<file path="config.mk">
export PLATFORM = sky130hd
export DESIGN_NAME = sort_list_reader
export DESIGN_NICKNAME = d
export VERILOG_FILES = /design/src/rtl/sort_list_reader_pkg.sv /design/src/rtl/sort_list_reader_seen.sv /design/src/rtl/sort_list_reader.sv
export SDC_FILE = /design/constraint.sdc
export NUM_CORES = 1
export LEC_CHECK = 0
export ABC_AREA = 1
export CORE_AREA = 10 10 131 133
export DETAILED_ROUTE_END_ITERATION = 8
export DIE_AREA = 0 0 141 143
export PLACE_DENSITY = 0.77
export SLEW_MARGIN = 15
export SYNTH_ARGS = -nofsm -noshare
export SYNTH_HDL_FRONTEND = slang
export SYNTH_SLANG_ARGS = --single-unit
</file>
<file path="constraint.sdc">
create_clock -name clk -period 2.2 [get_ports clk]
set_input_delay 0.22 -clock clk [delete_from_list [all_inputs] [get_ports clk]]
set_output_delay 0.22 -clock clk [all_outputs]
set_load 0.01 [all_outputs]
</file>
<file path="src/rtl/sort_list_reader_pkg.sv">
// Shared widths, FSM encoding and sizing helper for the sorted-list read side.
package sort_list_reader_pkg;

    localparam int LLR_WIDTH_DEF    = 5;
    localparam int Q_WIDTH_DEF      = 6;
    localparam int INDEXA_WIDTH_DEF = 5;
    localparam int INDEXI_WIDTH_DEF = 5;
    localparam int NM_DEF           = 8;

    typedef enum logic [1:0] {
        ST_IDLE  = 2'd0,
        ST_RUN   = 2'd1,
        ST_DRAIN = 2'd2,
        ST_DONE  = 2'd3
    } state_t;

    // Bits needed to hold an entry count of 0..nm.
    function automatic int len_width(input int nm);
        return (nm < 1) ? 1 : $clog2(nm + 1);
    endfunction

endpackage

</file>
<file path="src/rtl/sort_list_reader_seen.sv">
// One bit per GF symbol: combinational test, registered set, single-cycle clear.
module sym_seen_map
    import sort_list_reader_pkg::*;
#(
    parameter int Q_Width = Q_WIDTH_DEF
) (
    input  logic           clk,
    input  logic           reset_n,
    input  logic           clear,
    input  logic           set_en,
    input  logic [Q_Width:0] q,
    output logic           hit
);

    localparam int DEPTH = 2 ** (Q_Width + 1);

    logic [DEPTH-1:0] map;

    assign hit = map[q];

    always_ff @(posedge clk or negedge reset_n) begin
        if (!reset_n) begin
            map <= '0;
        end else if (clear) begin
            map <= '0;
        end else if (set_en) begin
            map[q] <= 1'b1;
        end
    end

endmodule

</file>
<file path="src/rtl/sort_list_reader.sv">
// Keeps the first occurrence of each symbol from the sorted chain, truncates to NM
// entries, and streams them out through a single output register.
module sort_list_reader
    import sort_list_reader_pkg::*;
#(
    parameter int LLR_Width    = LLR_WIDTH_DEF,
    parameter int Q_Width      = Q_WIDTH_DEF,
    parameter int IndexA_Width = INDEXA_WIDTH_DEF,
    parameter int IndexI_Width = INDEXI_WIDTH_DEF,
    parameter int NM           = NM_DEF
) (
    input  logic                      clk,
    input  logic                      reset_n,
    input  logic                      s_valid,
    output logic                      s_ready,
    input  logic                      s_last,
    input  logic [LLR_Width:0]        s_llr,
    input  logic [Q_Width:0]          s_q,
    input  logic [IndexA_Width:0]     s_indexa,
    input  logic [IndexI_Width:0]     s_indexi,
    output logic                      m_valid,
    input  logic                      m_ready,
    output logic [LLR_Width:0]        m_llr,
    output logic [Q_Width:0]          m_q,
    output logic [IndexA_Width:0]     m_indexa,
    output logic [IndexI_Width:0]     m_indexi,
    output logic                      done,
    output logic [len_width(NM)-1:0]  list_len,
    output logic                      order_err,
    output state_t                    state_dbg
);

    localparam int            CW   = len_width(NM);
    localparam logic [CW-1:0] NM_C = CW'(NM);

    state_t             state, state_nx;
    logic [CW-1:0]      count;
    logic [LLR_Width:0] prev_llr;
    logic               have_prev;
    logic               seen_hit;
    logic               o_free;
    logic               accept;
    logic               new_sym;
    logic               finish;

    // Both streams: a beat transfers on a rising edge where valid && ready; the
    // producer holds valid and data steady until that edge.
    assign o_free  = !m_valid || m_ready;
    assign accept  = s_valid && s_ready;
    assign new_sym = accept && (state == ST_IDLE || state == ST_RUN)
                     && !seen_hit && (count < NM_C);
    assign state_dbg = state;

    sym_seen_map #(.Q_Width(Q_Width)) u_seen (
        .clk     (clk),
        .reset_n (reset_n),
        .clear   (finish),
        .set_en  (new_sym),
        .q       (s_q),
        .hit     (seen_hit)
    );

    always_comb begin
        s_ready = 1'b0;
        case (state)
            ST_IDLE:  s_ready = s_valid && o_free;
            ST_RUN:   s_ready = o_free;
            ST_DRAIN: s_ready = 1'b1;
            default:  s_ready = 1'b0;
        endcase
    end

    always_comb begin
        state_nx = state;
        finish   = 1'b0;
        case (state)
            ST_IDLE, ST_RUN: begin
                if (accept) begin
                    if (s_last)
                        state_nx = ST_DONE;
                    else if (new_sym && count == NM_C - CW'(1))
                        state_nx = ST_DRAIN;
                    else
                        state_nx = ST_RUN;
                end
            end
            ST_DRAIN: begin
                if (accept && s_last) state_nx = ST_DONE;
            end
            ST_DONE: begin
                // The frame closes only once the last entry has left the output register.
                if (o_free) begin
                    finish   = 1'b1;
                    state_nx = ST_IDLE;
                end
            end
            default: state_nx = ST_IDLE;
        endcase
    end

    always_ff @(posedge clk or negedge reset_n) begin
        if (!reset_n) begin
            state     <= ST_IDLE;
            count     <= '0;
            prev_llr  <= '0;
            have_prev <= 1'b0;
            order_err <= 1'b0;
            done      <= 1'b0;
            list_len  <= '0;
            m_valid   <= 1'b0;
            m_llr     <= '0;
            m_q       <= '0;
            m_indexa  <= '0;
            m_indexi  <= '0;
        end else begin
            state    <= state_nx;
            done     <= finish;
            list_len <= finish ? count : '0;

            if (new_sym) begin
                m_valid  <= 1'b1;
                m_llr    <= s_llr;
                m_q      <= s_q;
                m_indexa <= s_indexa;
                m_indexi <= s_indexi;
            end else if (m_ready) begin
                m_valid  <= 1'b0;
            end

            if (finish) begin
                count     <= '0;
                prev_llr  <= '0;
                have_prev <= 1'b0;
                order_err <= 1'b0;
            end else if (new_sym) begin
                count     <= count + CW'(1);
                prev_llr  <= s_llr;
                have_prev <= 1'b1;
                if (have_prev && s_llr < prev_llr) order_err <= 1'b1;
            end
        end
    end

endmodule

</file>
# After elaboration in Yosys (flattened, before gate mapping)

Index checks and enable logic that the tools add are counted.

Bitwise logic cells: 1
Order comparisons: 4
Equality and inequality tests: 7
Muxes and demuxes: 27
$add $sub $neg: 1
Reduce and logical (&&, ||, !) cells: 20

Operator list:

| operator              | count |
|---|---|
| $mux W128             | 2 |
| $or A128 B128 Y128    | 1 |
| $mux W4               | 3 |
| $mux W6               | 2 |
| $mux W1               | 11 |
| $mux W2               | 5 |
| $logic_and A1 B1 Y1   | 9 |
| $lt A7 B8 Y1 const B  | 1 |
| $bmux W1 S7           | 1 |
| $demux W1 S7          | 1 |
| $ge A7 B1 Y1 const B  | 1 |
| $lt A6 B6 Y1          | 1 |
| $ne A2 B2 Y1 const B  | 3 |
| $pmux W2 S3           | 1 |
| $reduce_bool A2 Y1    | 3 |
| $add A4 B1 Y4 const B | 1 |
| $eq A2 B2 Y1 const B  | 2 |
| $eq A4 B3 Y1 const B  | 1 |
| $lt A4 B4 Y1 const B  | 1 |
| $pmux W1 S3           | 1 |
| $reduce_and A3 Y1     | 1 |
| $eq A2 B1 Y1 const B  | 1 |
| $logic_not A1 Y1      | 2 |
| $logic_not A2 Y1      | 1 |
| 3 further kinds       | 4 |

Logic and storage cells: 73
Output and inout bits: 35
Input bits: 30
Register bits after elaboration: 173

# Logic depth before layout (Yosys ltp)

Word-level depth: 13
Gate-level depth with buffers: 18
Depth with buffers taken out: 16

# Cells and area by module

Synthesis repeated with hierarchy kept, for this count alone.

Cells, all modules: 1081
Area, all modules: 8324.2 um2

By module, submodules not included:

| module           | instances | area each (um2) | sequential area each (um2) | cells an instance |
|---|---|---|---|---|
| sym_seen_map     | 1         | 6419.9          | 3203.1                     | 862 |
| sort_list_reader | 1         | 1904.3          | 1126.1                     | 219 |

# Worst setup path after synthesis

OpenSTA, ideal clock, no wires.

Kind: input to register
From: input s_q[0]
To: register m_q[5]
Slack: 323 ps
Cell stages on the path: 18
Required time: 2074 ps
Buffers on the path: 4
Data arrival time: 1751 ps
Setup time: 126 ps
Cell sequence: buf_2 -> inv_2 -> buf_6 -> buf_6 -> nand2_1 -> nand3_1 -> nand2_1 -> nor2_1 -> nor2_1 -> nor2_1 -> nand2_1 -> nand2_1 -> nand2_1 -> nor2_1 -> nand2_1 -> buf_2 -> nand2_1 -> o21ai_0

Word-level cells in the longest chain between the ends: 5

RTL lines:

| what                             | line                        | RTL |
|---|---|---|
| start: declaration               | sort_list_reader.sv:18      | `input logic [Q_Width:0] s_q,` |
| $bmux W1 S7                      | sort_list_reader_seen.sv:19 | `assign hit = map[q];` |
| $mux W1 (implied by the code)    | sort_list_reader_seen.sv:19 |  |
| $logic_not A1 Y1                 | sort_list_reader.sv:51      | `&& !seen_hit && (count < NM_C);` |
| $logic_and A1 B1 Y1 (2 in a row) | sort_list_reader.sv:51      |  |
| end signal: assignment           | sort_list_reader.sv:123     | `m_q <= s_q;` |
| end: declaration                 | sort_list_reader.sv:24      | `output logic [Q_Width:0] m_q,` |

Every way passes these cells. The select of a mux whose other input is x is not followed.
A chain may end at the register's enable or synchronous reset.

# Worst setup path in the final report

From: register state[0], in the netlist state_dbg[0]
To: output s_ready

Word-level cells in the longest chain between the ends: 2
Elaborated cells between the ends (all ways): 4
Classes of those cells: eq/ne: 2; mux: 1; reduce/logical: 1

RTL lines:

| what                                       | line                    | RTL |
|---|---|---|
| start: declaration                         | sort_list_reader.sv:36  | `state_t state, state_nx;` |
| start signal: assignment                   | sort_list_reader.sv:116 | `state <= state_nx;` |
| $eq A2 B2 Y1, or another cell as far along | sort_list_reader.sv:65  | `case (state)` |
| $pmux W1 S3 *                              | sort_list_reader.sv:65  |  |
| end: declaration                           | sort_list_reader.sv:15  | `output logic s_ready,` |

Every way passes the cells marked *; elsewhere a longest branch is shown, timed or not.

==> key figures <==
Run status
  • Status: completed

Clock tree
  • CTS H-tree depth: 4
  • Clock Latency Late Sink: 0.44 ns
  • Setup bufs post-CTS: 0
  • CTS tree: done
  • Number of CTS-inserted buffers: 17
  • # clock sinks: 173
  • Maximum clock insertion buffer count: 2
  • CTS root buffer: clkbuf_16
  • Clock Pin Slew Worst Setup and Hold Paths: 0.07 ns

Floorplanning
  • Die ar.: 0.0202 sq mm
  • Horiz. Die Dim: 141 um
  • Core ar.: 0.0144 sq mm
  • Initial core utilization: 58.8%
  • I/O pin count: 65
  • Row count: 44
  • Die Y: 143 um

GRT
  • Largest net degree at the start of global routing: 61
  • Initial antenna violation count: 0
  • First-pass GRT wire length: 39700 um
  • Gr usage total: 24.2%
  • Remaining global-route overflow: 0
  • Number of global-route vias before repair: 7944

Logic synthesis
  • Ys Warns: 0
  • Synth Register Bits: 173
  • Synth Cell Area: 0.00849 sq mm
  • Post-synthesis cell type with the largest combined area: dfrtp_1
  • Main synth FF type: dfrtp_1
  • Sequential-to-total area share from yosys stat: 51.0%
  • Syn_nets: 1169
  • Top post-synthesis cells by area: dfrtp_1 51%, nand2_1 19%, nand3_1 6.0%, o21ai_0 5.2%, inv_1 4.6%
  • Synth async-reset ratio: 100%
  • Yosys top cell area share: 51.0%
  • Post-synth EDFFs: 0
  • Mean Syn Cell Area: 7.49 sq um
  • Synth unique cells: 26
  • Post-Syn Instances: 1133

Route
  • DR vias/cell: 5.56
  • Post-route ant nets: 0
  • Via Count: 8043
  • Initial DRC Count: 940
  • Avg WL per Cell: 16.4 um
  • Routed WL: 23800 um
  • Number of remaining DRC errors: 0
  • DRT Pass-1 Iters: 9

Layout
  • Area delta synth->final: 24.1%
  • Layout cells sized above 1: 10.9%
  • Final #Nets: 1285
  • Number of diodes: 0
  • Most common cell after layout, fill and taps aside: nand2_1
  • Most frequent cells in the layout: 423 x nand2_1, 173 x dfrtp_1, 104 x inv_1

STA
  • Period utilization: 92.3%
  • Setup violators final: 0
  • Hold Vio Cnt, Final: 0
  • Min Tclk post-route: 2.03 ns
  • Unrepaired setup endpoints after global routing: true
  • Slew Limit Headroom: 70.6%
  • Fmax achieved: 0.492 GHz
  • Final Max Tran Viols: 0
  • Worst-Margin Slew: 0.441 ns
  • Fin Setup TNS: 0 ns
  • Clock skew: 0.00942 ns

Critical path
  • Slowest stage cell, crit path: clkdlybuf4s50_1
  • Worst path cell trace: nor2_1 > nor2_1 > o21a_1 > buf_4 > clkdlybuf4s50_1
  • Crit path capture type: primary output
  • CP dominant cell by count: nor2_1
  • Worst Path Arrival: 1.81 ns
  • CP required: 1.98 ns
  • CP Class: reg2out
  • Worst Setup Start Kind: register
  • Critical path fanouts, max: 4
  • Worst Path Buf+Inv: 2
  • Critical Path Max Stage Delay: 0.49 ns
  • Critical path's top delay family: buffers and inverters

Placed design
  • I/O Buffers: 64
  • Final HPWL DP: 15400 um
  • Gpl congestion: 0.929

Power
  • Static leakage: 5.10 nW
  • Pwr Total: 10.3 mW
  • VDD IR-drop max: 0.797 mV
  • Pwr Density: 976 mW/mm^2

Worst hold path
  • Hold Crit Class: in2async

Run
  • Max-Cap Viols: 0
==> layer usage <==
metal	share of wire [%]	vias up	track usage, %	wire length [um]
li1	-	3812	-	-
met1	41	3779	30.8	9810
met2	46	389	37.9	11000
met3	9.3	63	6.77	2210
met4	3.2	0	10.8	762
met5	0	-	0	0
==> kinds of logic (layout without fill, tap and decap cells) <==
family | count (synthesis) | count (layout) | synth area share [%]
DFF | 173 | 173 | 51.0
adders and majority gates | 6 | 6 | 0.884
AOI/OAI and AO/OA | 180 | 180 | 10.9
buffers and inverters | 168 | 297 | 8.58
and+or+nand+nor | 606 | 606 | 28.6
==> area by class of cell <==
class / instances / area [sq um]
clock buffers: 20 / 447
clock inverters: 12 / 186
fillers: 1118 / 3890
inverters: 108 / 405
multi-input cells: 792 / 3450
flip-flops and latches: 173 / 4330
well taps: 184 / 230
repair buffers: 157 / 1490
==> power breakdown <==
group	internal [mW]	switching, mW
Combinational	1.28	1.91
Sequential	3.64	0.225
Clock	1.94	1.29
Total	6.86	3.42
==> timing repair <==
action	CTS	global route
setup endpoints to repair	24	163
hold buffers	1	0
pin swaps	0	1
hold endpoints to repair	41	0
gates resized for setup	1	4
==> registers in the layout, summed over array words and instances, names as in the netlist <==
| name | cells |
|---|---|
| u_seen.map | 128 |
| m_q | 7 |
| m_indexa | 6 |
| m_indexi | 6 |
| m_llr | 6 |
| prev_llr | 6 |
| count | 4 |
| list_len | 4 |
| state_dbg | 2 |
| done | 1 |
| have_prev | 1 |
| m_valid | 1 |
| order_err | 1 |
==> stage by stage <==
stage          area (sq um)  std cells  setup slack (ns)  util, %  hold WS [ns]
6_report              10500       1446             0.169     73.0         0.289
5_1_grt               10500       1446          -0.00662     73.0         0.315
4_1_cts               10500       1446            0.0278     73.0         0.291
3_5_place_dp           9880       1413            -0.503     68.5         0.179
3_3_place_gp           9880       1413            -0.433     68.5         0.179
2_1_floorplan          8490       1133             0.323        -       -0.0756
==> synthesized netlist by cell type, drive strengths merged, types with 2 or more instances <==
master	number
a21oi	7
o21ai	164
inv	107
o211ai	6
buf	37
ha	6
clkbuf	23
nor2	74
nand2	425
nand3	103
nor3	2
dfrtp	173
==> worst paths after layout <==
check | start | end | slack (ns) | cells after the start
max | state_dbg[0] | s_ready | 0.17 | 5
min | reset_n | u_seen.map[107] | 0.29 | 2
max reg2reg | u_seen.map[105] | u_seen.map[72] | 0.20 | 14
min reg2reg | m_llr[1] | m_llr[1] | 0.48 | 2
max in group asynchronous | reset_n | u_seen.map[7] | 1.23 | 3
min in group clk | s_indexi[1] | m_indexi[1] | 0.31 | 3
No activity file was read; power rests on OpenSTA's default activity.
